===== src/rtl/simm_pkg.sv =====
// Shared constants for the SIMM arbiter and controller.
// State codes, owner ids, bank layout and refresh interval.
package simm_pkg;

    localparam logic [2:0] ST_IDLE      = 3'd0;
    localparam logic [2:0] ST_CPU_CYCLE = 3'd1;
    localparam logic [2:0] ST_DMA_ISSUE = 3'd2;
    localparam logic [2:0] ST_DMA_WAIT  = 3'd3;
    localparam logic [2:0] ST_DMA_DONE  = 3'd4;
    localparam logic [2:0] ST_RECOVER   = 3'd5;

    localparam logic OWNER_CPU = 1'b0;
    localparam logic OWNER_DMA = 1'b1;

    localparam int DEFAULT_BANK_BIT = 24;
    localparam int REFRESH_INTERVAL = 250;

    typedef struct packed {
        logic        rn_w;
        logic [3:0]  byte_selects;
        logic [31:0] addr;
    } dma_cmd_t;

endpackage


===== src/rtl/simm_arb_pick.sv =====
// Two-way round-robin picker between the CPU and DMA requesters.
// On a tie the side that did not own the bus last wins.
module simm_arb_pick
    import simm_pkg::*;
(
    input  logic cpu_pend,
    input  logic dma_pend,
    input  logic last_owner,
    output logic grant_valid,
    output logic grant_dma
);

    assign grant_valid = cpu_pend | dma_pend;
    assign grant_dma   = dma_pend & (~cpu_pend | (last_owner == OWNER_CPU));

endmodule


===== src/rtl/simm_arbiter.sv =====
// Shares the SIMM controller between the CPU bus cycle and one DMA master,
// inserting recovery gaps so the controller returns to IDLE between owners.
module simm_arbiter
    import simm_pkg::*;
#(
    parameter int BANK_BIT       = DEFAULT_BANK_BIT,
    parameter int RECOVER_CYCLES = 2
) (
    input  logic        clock,
    input  logic        reset,
    input  logic        cpu_cs,
    input  logic        cpu_as,
    input  logic        cpu_ds,
    input  logic        cpu_rn_w,
    input  logic [31:0] cpu_addr,
    input  logic [3:0]  cpu_byte_selects,
    output logic        cpu_waitstate,
    input  logic        dma_req,
    input  logic        dma_rn_w,
    input  logic [31:0] dma_addr,
    input  logic [3:0]  dma_byte_selects,
    output logic        dma_ack,
    output logic        mem_cs,
    output logic        mem_as,
    output logic        mem_ds,
    output logic        mem_rn_w,
    output logic        mem_bank_addr,
    output logic [3:0]  mem_byte_selects,
    output logic [31:0] mem_addr,
    input  logic        mem_waitstate,
    output logic        owner_dma
);

    localparam int RCW = $clog2(RECOVER_CYCLES + 1);

    logic [2:0]     state;
    logic           last_owner;
    logic [RCW-1:0] rec_cnt;
    dma_cmd_t       dma_lat;

    logic cpu_pend;
    logic grant_valid;
    logic grant_dma;

    assign cpu_pend = cpu_cs & cpu_as & cpu_ds;

    simm_arb_pick u_pick (
        .cpu_pend    (cpu_pend),
        .dma_pend    (dma_req),
        .last_owner  (last_owner),
        .grant_valid (grant_valid),
        .grant_dma   (grant_dma)
    );

    always_ff @(posedge clock or negedge reset) begin
        if (!reset) begin
            state      <= ST_IDLE;
            last_owner <= OWNER_DMA;
            rec_cnt    <= '0;
            dma_lat    <= '0;
        end else begin
            unique case (state)
                ST_IDLE: begin
                    if (grant_valid && grant_dma) begin
                        state   <= ST_DMA_ISSUE;
                        dma_lat <= '{rn_w: dma_rn_w,
                                     byte_selects: dma_byte_selects,
                                     addr: dma_addr};
                    end else if (grant_valid) begin
                        state <= ST_CPU_CYCLE;
                    end
                end
                ST_CPU_CYCLE: begin
                    if (!cpu_as) begin
                        state      <= ST_RECOVER;
                        last_owner <= OWNER_CPU;
                        rec_cnt    <= '0;
                    end
                end
                ST_DMA_ISSUE: state <= ST_DMA_WAIT;
                ST_DMA_WAIT: begin
                    if (!mem_waitstate) begin
                        state <= ST_DMA_DONE;
                    end
                end
                ST_DMA_DONE: begin
                    state      <= ST_RECOVER;
                    last_owner <= OWNER_DMA;
                    rec_cnt    <= '0;
                end
                ST_RECOVER: begin
                    if (rec_cnt == RCW'(RECOVER_CYCLES - 1)) begin
                        state <= ST_IDLE;
                    end else begin
                        rec_cnt <= rec_cnt + 1'b1;
                    end
                end
                default: state <= ST_IDLE;
            endcase
        end
    end

    // Strobes decode straight from state so reset drops them immediately.
    always_comb begin
        mem_cs           = 1'b0;
        mem_as           = 1'b0;
        mem_ds           = 1'b0;
        mem_rn_w         = 1'b0;
        mem_byte_selects = 4'b0000;
        mem_addr         = 32'h0;
        cpu_waitstate    = 1'b1;
        dma_ack          = 1'b0;
        owner_dma        = 1'b0;
        unique case (state)
            ST_CPU_CYCLE: begin
                mem_cs           = cpu_cs;
                mem_as           = cpu_as;
                mem_ds           = cpu_ds;
                mem_rn_w         = cpu_rn_w;
                mem_byte_selects = cpu_byte_selects;
                mem_addr         = cpu_addr;
                cpu_waitstate    = mem_waitstate;
            end
            ST_DMA_ISSUE, ST_DMA_WAIT: begin
                mem_cs           = 1'b1;
                mem_as           = 1'b1;
                mem_ds           = 1'b1;
                mem_rn_w         = dma_lat.rn_w;
                mem_byte_selects = dma_lat.byte_selects;
                mem_addr         = dma_lat.addr;
                owner_dma        = 1'b1;
            end
            ST_DMA_DONE: begin
                mem_rn_w  = dma_lat.rn_w;
                mem_addr  = dma_lat.addr;
                dma_ack   = 1'b1;
                owner_dma = 1'b1;
            end
            default: begin
                mem_cs = 1'b0;
            end
        endcase
    end

    assign mem_bank_addr = mem_addr[BANK_BIT];

endmodule

===== config.mk =====
export PLATFORM = sky130hd
export DESIGN_NAME = simm_arbiter
export DESIGN_NICKNAME = d
export VERILOG_FILES = /design/src/rtl/simm_pkg.sv /design/src/rtl/simm_arb_pick.sv /design/src/rtl/simm_arbiter.sv
export SDC_FILE = /design/constraint.sdc
export NUM_CORES = 1
export LEC_CHECK = 0
export CAP_MARGIN = 25
export CORE_ASPECT_RATIO = 2
export CORE_MARGIN = 1.5
export CORE_UTILIZATION = 42
export CTS_CLUSTER_DIAMETER = 200
export CTS_CLUSTER_SIZE = 24
export DETAILED_ROUTE_END_ITERATION = 8
export HOLD_SLACK_MARGIN = 0.15
export PLACE_DENSITY = 0.9
export RECOVER_POWER = 25
export SYNTH_ARGS = -nofsm -noshare
export SYNTH_HDL_FRONTEND = slang
export SYNTH_SLANG_ARGS = --single-unit

===== constraint.sdc =====
create_clock -name clock -period 3.8 [get_ports clock]
set_clock_uncertainty 0.05 [all_clocks]
set_input_delay 0.38 -clock clock [delete_from_list [all_inputs] [get_ports clock]]
set_output_delay 0.38 -clock clock [all_outputs]
set_load 0.02 [all_outputs]

==> results of run 1 <==
[per-stage QoR]
stage | instances | cell area (um^2) | utilization
after global placement | 348 | 3500 | 0.652
after CTS | 356 | 3600 | 0.671
after detailed placement | 348 | 3500 | 0.652
final | 358 | 3620 | 0.673
after floorplan | 177 | 2300 | -
after global routing | 358 | 3620 | 0.673
[cell families after synthesis]
| group | after synthesis | share of synthesized area |
|---|---|---|
| DFF | 43 | 0.468 |
| and+or+nand+nor | 23 | 0.0577 |
| buffers and inverters | 20 | 0.0675 |
| AOI/OAI and AO/OA | 53 | 0.189 |
| muxes | 37 | 0.212 |
| adders and majority gates | 1 | 0.00544 |
[flip-flops by register name (all words and copies together), names as in the netlist]
name,cells
rec_cnt,2
state,3
last_owner,1
dma_lat,37
[cell usage after synthesis, types with 2 or more instances]
| library cell | instances | area, um^2 |
|---|---|---|
| nor2_1 | 9 | 33.8 |
| nand2b_1 | 3 | 18.8 |
| buf_4 | 7 | 52.6 |
| a21oi_1 | 4 | 20.0 |
| buf_6 | 7 | 78.8 |
| nand2_1 | 2 | 7.51 |
| mux2_2 | 18 | 203 |
| o21ai_0 | 2 | 10.0 |
| dfrtp_1 | 42 | 1050 |
| mux2_4 | 19 | 285 |
| inv_1 | 2 | 7.51 |
| a21o_1 | 2 | 15.0 |
| a22oi_1 | 4 | 30.0 |
| clkbuf_1 | 2 | 7.51 |
| a22o_1 | 33 | 289 |
| nor2b_1 | 2 | 12.5 |
[routing by layer]
metal | global-route usage | share of wire | wire, um | vias to the layer above
met5 | 0 | 0 | 0 | -
met4 | 0.0784 | 0.022 | 130 | 0
met3 | 0.0565 | 0.059 | 357 | 11
met2 | 0.366 | 0.56 | 3390 | 88
met1 | 0.223 | 0.36 | 2160 | 938
li1 | - | - | - | 903
[layout make-up]
type / count / area, um^2 / area share
multi-input cells: 114 / 1070 / 0.297
well taps: 60 / 75.1 / 0.0208
clock buffers: 8 / 100 / 0.0277
inverters: 3 / 11.3 / 0.00311
repair buffers: 130 / 1280 / 0.354
flip-flops and latches: 43 / 1080 / 0.298
[report_power, final]
group          internal, W  switching, W  leakage, nW
sequential        0.000681      0.000179        0.522
clock             0.000166      0.000149       0.0515
combinational     0.000843      0.000657         1.01
total              0.00169      0.000986         1.58
[final timing paths]
| path | to | slack (ns) | depth (start not counted) |
|---|---|---|---|
| min | dma_lat[30]$_DFFE_PN0P_ | 0.37 | 2 |
| max in group asynchronous | dma_lat[28]$_DFFE_PN0P_ | 1.02 | 3 |
| min in group clock | dma_lat[1]$_DFFE_PN0P_ | 0.46 | 1 |
| max | mem_addr[19] | 0.72 | 5 |
| max reg2reg | dma_lat[2]$_DFFE_PN0P_ | 1.69 | 4 |
| min reg2reg | dma_lat[1]$_DFFE_PN0P_ | 0.46 | 1 |
[timing repair]
item	in CTS	in global routing
setup endpoints to repair	0	0
endpoints found under the hold margin	0	42
setup buffers	0	0
hold buffers	0	1
==> run summary, run 1 <==
outcome = finished with violations
violated checks = capacitance limit, slew limit
Pre-antenna DRT Iters = 4
Arrival @ worst endpoint = 2.65 ns
CP Capture Type = output pin
Final Cycle Share = 0.809
vias in the first global route = 2042
vias per cell = 5.42
Worst Tran Pin Value = 2.21 ns
Cell Rows = 38
Synth Cell Area = 2300 um^2
family with the most delay on the worst path = buffers and inverters
Ports = 125
clock buffer depth = 2
Top FF cell, synth = dfrtp_1
DP HPWL = 4470 um
total number of H-tree levels = 2
final wirelength = 6040 um
Fill cells = 415
Die Footprint = 5960 um^2
initial antenna violation count = 0
Yosys cell types = 35
first-pass GRT wire length = 9630 um
Area growth syn-to-layout = 57.2%
sequential cell area fraction in the yosys report = 0.468
Routed Antenna Nets = 0
Pleak = 1.58 nW
hold crit path type = primary input to asynchronous set/reset pin
Synth Instances = 177
final net count = 379
Setup Viol. Count Final = 0
Worst R2R Start = state[1]$_DFFE_PN0P_
critical path startpoint = state[2]$_DFFE_PN0P_
Buf+Inv Stages, Crit Path = 2
routability cong. = 0.801
Setup crit start kind = register
ordered list of cells on the worst path = nor3b_1 -> nand2b_1 -> buf_4 -> a22o_1 -> clkdlybuf4s50_1
power density cells = 740 nW/um^2
core area = 5370 um^2
# resized after CTS = 0
pin count of the biggest net entering global routing = 44
EDFF count, synth = 0
total track usage = 0.204
Final Max Slew Viols = 42
CTS tree = done
Port Buffer Count = 124
fraction of layout cells with a size suffix above 1 = 0.178
share of synthesized registers carrying an async set or reset = 1.00
DRC errors left = 0
maximum vdd drop = 0.559 mV
hold_ws = 0.369 ns
CP required = 3.37 ns
crit path max fanout = 34
final hold vios = 0
Tot Pwr = 0.00268 W
Seq cells post-synth = 43
leading cell type in the layout, fill and taps excluded = clkdlybuf4s50_1
max-cap violations = 1
Iter 0 DRT Violations = 42
Die Ht = 108 um
Slowest-stage cell, CP = dfrtp_1
relative slew slack = -0.471
Avg Cell Area, Syn = 13.0 um^2
Final Critical Period = 3.08 ns
syn_nets = 259
n_diodes = 0
DP Worst Slack = 1.05 ns
RSZ-0062 raised after global routing = false
post-route worst setup slack = 0.725 ns
leading cell types in the layout, fill and taps excluded = clkdlybuf4s50_1, dfrtp_1, a22o_1
clk root buf = clkbuf_8
Ys Warns = 0
wire per inst = 16.9 um
Setup TNS = 0 ns
CP Class = register to output pin
Worst-path clk slew = 0.08 ns
Max stage delay on crit path = 0.73 ns
Peak Freq = 325 MHz
Num CTS Buffers = 5
clk_lat worst skew = 0.29 ns
vias = 1940
die width = 55.3 um
Clock Sinks = 43
gr ovfl total = 0
initial core utilization = 0.428
No activity file was read; power rests on OpenSTA's default activity.
==> inputs of run 2 (changes only) <==
--- a/config.mk
+++ b/config.mk
@@ -8,12 +8,12 @@
 export CAP_MARGIN = 25
 export CORE_ASPECT_RATIO = 2
 export CORE_MARGIN = 1.5
-export CORE_UTILIZATION = 42
+export CORE_UTILIZATION = 39
 export CTS_CLUSTER_DIAMETER = 200
 export CTS_CLUSTER_SIZE = 24
 export DETAILED_ROUTE_END_ITERATION = 8
 export HOLD_SLACK_MARGIN = 0.15
-export PLACE_DENSITY = 0.9
+export PLACE_DENSITY = 0.84
 export RECOVER_POWER = 25
 export SYNTH_ARGS = -nofsm -noshare
 export SYNTH_HDL_FRONTEND = slang
==> constraint.sdc (replaced) <==
create_clock -name clock -period 3.1 [get_ports clock]
set_clock_uncertainty 0.05 [all_clocks]
set_input_delay 0.31 -clock clock [delete_from_list [all_inputs] [get_ports clock]]
set_output_delay 0.31 -clock clock [all_outputs]
set_load 0.02 [all_outputs]
==> run 2 against run 1 <==
The run still ends with capacitance limit, slew limit left. Sequential power increased by 20%. Via count shrank 1.4%. Cell count is 1.1% higher. Sequential share of layout area decreased by 0.81 points. Design area up 2.8%. Critical path depth stayed put. Combinational power rose by 27%. Register-to-register slack worse by 0.91 ns. Hold slack worse by 0.067 ns. First-iteration DRC count grew 74%. Die area is 7.4% higher. Critical path type unchanged. Highest routed layer unchanged.
==> run summary, run 2 (synthesis gave the netlist of run 1 again) <==
outcome = finished with violations
violated checks = capacitance limit, slew limit
clock buffer depth = 2
Seq pwr share = 0.296
Setup crit start kind = register
CP Class = register to output pin
fraction of layout cells with a size suffix above 1 = 0.186
vias = 1912
power density cells = 936 nW/um^2
Worst R2R Start = state[1]$_DFFE_PN0P_
Final Critical Period = 2.89 ns
initial antenna violation count = 0
hold crit path type = primary input to asynchronous set/reset pin
wire per inst = 17.7 um
Cell Rows = 39
final wirelength = 6410 um
leading cell types in the layout, fill and taps excluded = clkdlybuf4s50_1, dfrtp_1, a22o_1
crit path max fanout = 13
leading cell type in the layout, fill and taps excluded = clkdlybuf4s50_1
clk root buf = clkbuf_16
Logic pwr share = 0.548
initial core utilization = 0.403
max reg flops = 37
Sw Ratio = 0.357
r2r worst-path depth = 5
Post-CTS Hold Buffers = 0
RSZ-0062 raised after global routing = false
Pre-antenna DRT Iters = 4
total number of H-tree levels = 2
gr ovfl total = 0
RR Endpoint = dma_lat[14]$_DFFE_PN0P_
Pleak = 1.64 nW
Setup Viol. Count Final = 0
final net count = 382
# resized after CTS = 0
final hold vios = 0
total track usage = 0.202
Ports = 125
Iter 0 DRT Violations = 73
Top Registers = dma_lat x37, state x3, rec_cnt x2
Final Cycle Share = 0.931
Psw = 0.00124 W
CP Capture Type = output pin
Reg with most FFs = dma_lat
Routed Antenna Nets = 0
Area growth syn-to-layout = 61.6%
core area = 5710 um^2
Clock power frac = 0.157
Die Ht = 112 um
Worst-path clk slew = 0.06 ns
vias in the first global route = 2042
Post CTS Setup Buffer Count = 0
Clock Sinks = 43
Setup TNS = 0 ns
r2r setup slk = 0.78 ns
placed cell area = 3540 um^2
die width = 57.3 um
vias per cell = 5.28
n_diodes = 0
max-cap violations = 1
DP HPWL = 4950 um
Worst Tran Pin Value = 1.81 ns
Arrival @ worst endpoint = 2.53 ns
Pint = 0.00224 W
post-route cell area = 3720 um^2
Port Buffer Count = 124
first-pass GRT wire length = 10000 um
Die Footprint = 6390 um^2
Peak Freq = 347 MHz
DRC errors left = 0
Num CTS Buffers = 5
maximum vdd drop = 0.667 mV
CP required = 2.74 ns
pin count of the biggest net entering global routing = 44
relative slew slack = -0.209
Final Max Slew Viols = 42
routability cong. = 0.838
CTS tree = done
clk_lat worst skew = 0.28 ns
run 2: cell count changes in the layout (fill, tap and decap cells not counted), sizes merged:
cell / delta
dlymetal6s4s: +1
buf: +3
clkbuf: -1
run 2: how the worst max path moves through the flow:
stage | cells past startpoint | from | end
after global placement | 5 | state[1]$_DFFE_PN0P_ | mem_addr[21]
after global routing | 5 | state[0]$_DFFE_PN0P_ | mem_addr[24]
after detailed placement | 5 | state[1]$_DFFE_PN0P_ | mem_addr[1]
after floorplan | 7 | state[2]$_DFFE_PN0P_ | mem_addr[24]
after CTS | 5 | state[1]$_DFFE_PN0P_ | mem_addr[1]
final | 5 | state[0]$_DFFE_PN0P_ | mem_addr[24]
run 2: area by class of cell:
class                      count  area (um^2)
clock buffer                   8          156
tap                           61         76.3
inverter                       3         11.3
timing repair buffer         133         1320
multi-input combinational    114         1070
fill                         448         1990
sequential                    43         1080
run 2: critical path, stage by stage, from the launching register on:
cell,delay (ns)
dfrtp_1,0.59
inv_2,0.12
nor3_4,0.42
buf_4,0.30
a22o_1,0.18
clkdlybuf4s50_1,0.62
run 2: layer usage:
layer  part of all wire  vias to the layer above  wire [um]  track usage
met1               0.34                      916       2210        0.218
met3              0.048                        9        305       0.0348
met2               0.59                       76       3800        0.385
met5                  0                        -          0            0
li1                   -                      911          -            -
met4              0.015                        0         95       0.0574
run 2: power by group through the flow:
stage	clock network, W	registers, W	logic (W)
2_1_floorplan	0	0.000950	0.00127
3_3_place_gp	0	0.00102	0.00186
3_5_place_dp	0	0.00104	0.00191
4_1_cts	0.000552	0.00103	0.00192
5_1_grt	0.000576	0.00106	0.00202
6_report	0.000544	0.00103	0.00191
run 2: metrics by stage:
| stage | utilization | worst slack (ns) | instances | hold slack (ns) | power (W) |
|---|---|---|---|---|---|
| final | 0.651 | 0.214 | 362 | 0.302 | 0.00348 |
| after global routing | 0.651 | 0.118 | 362 | 0.321 | 0.00366 |
| after CTS | 0.647 | 0.220 | 360 | 0.185 | 0.00350 |
| after detailed placement | 0.620 | 0.544 | 352 | 0.447 | 0.00294 |
| after global placement | 0.620 | 0.584 | 352 | 0.434 | 0.00289 |
| after floorplan | - | 0.813 | 177 | -0.0356 | 0.00222 |
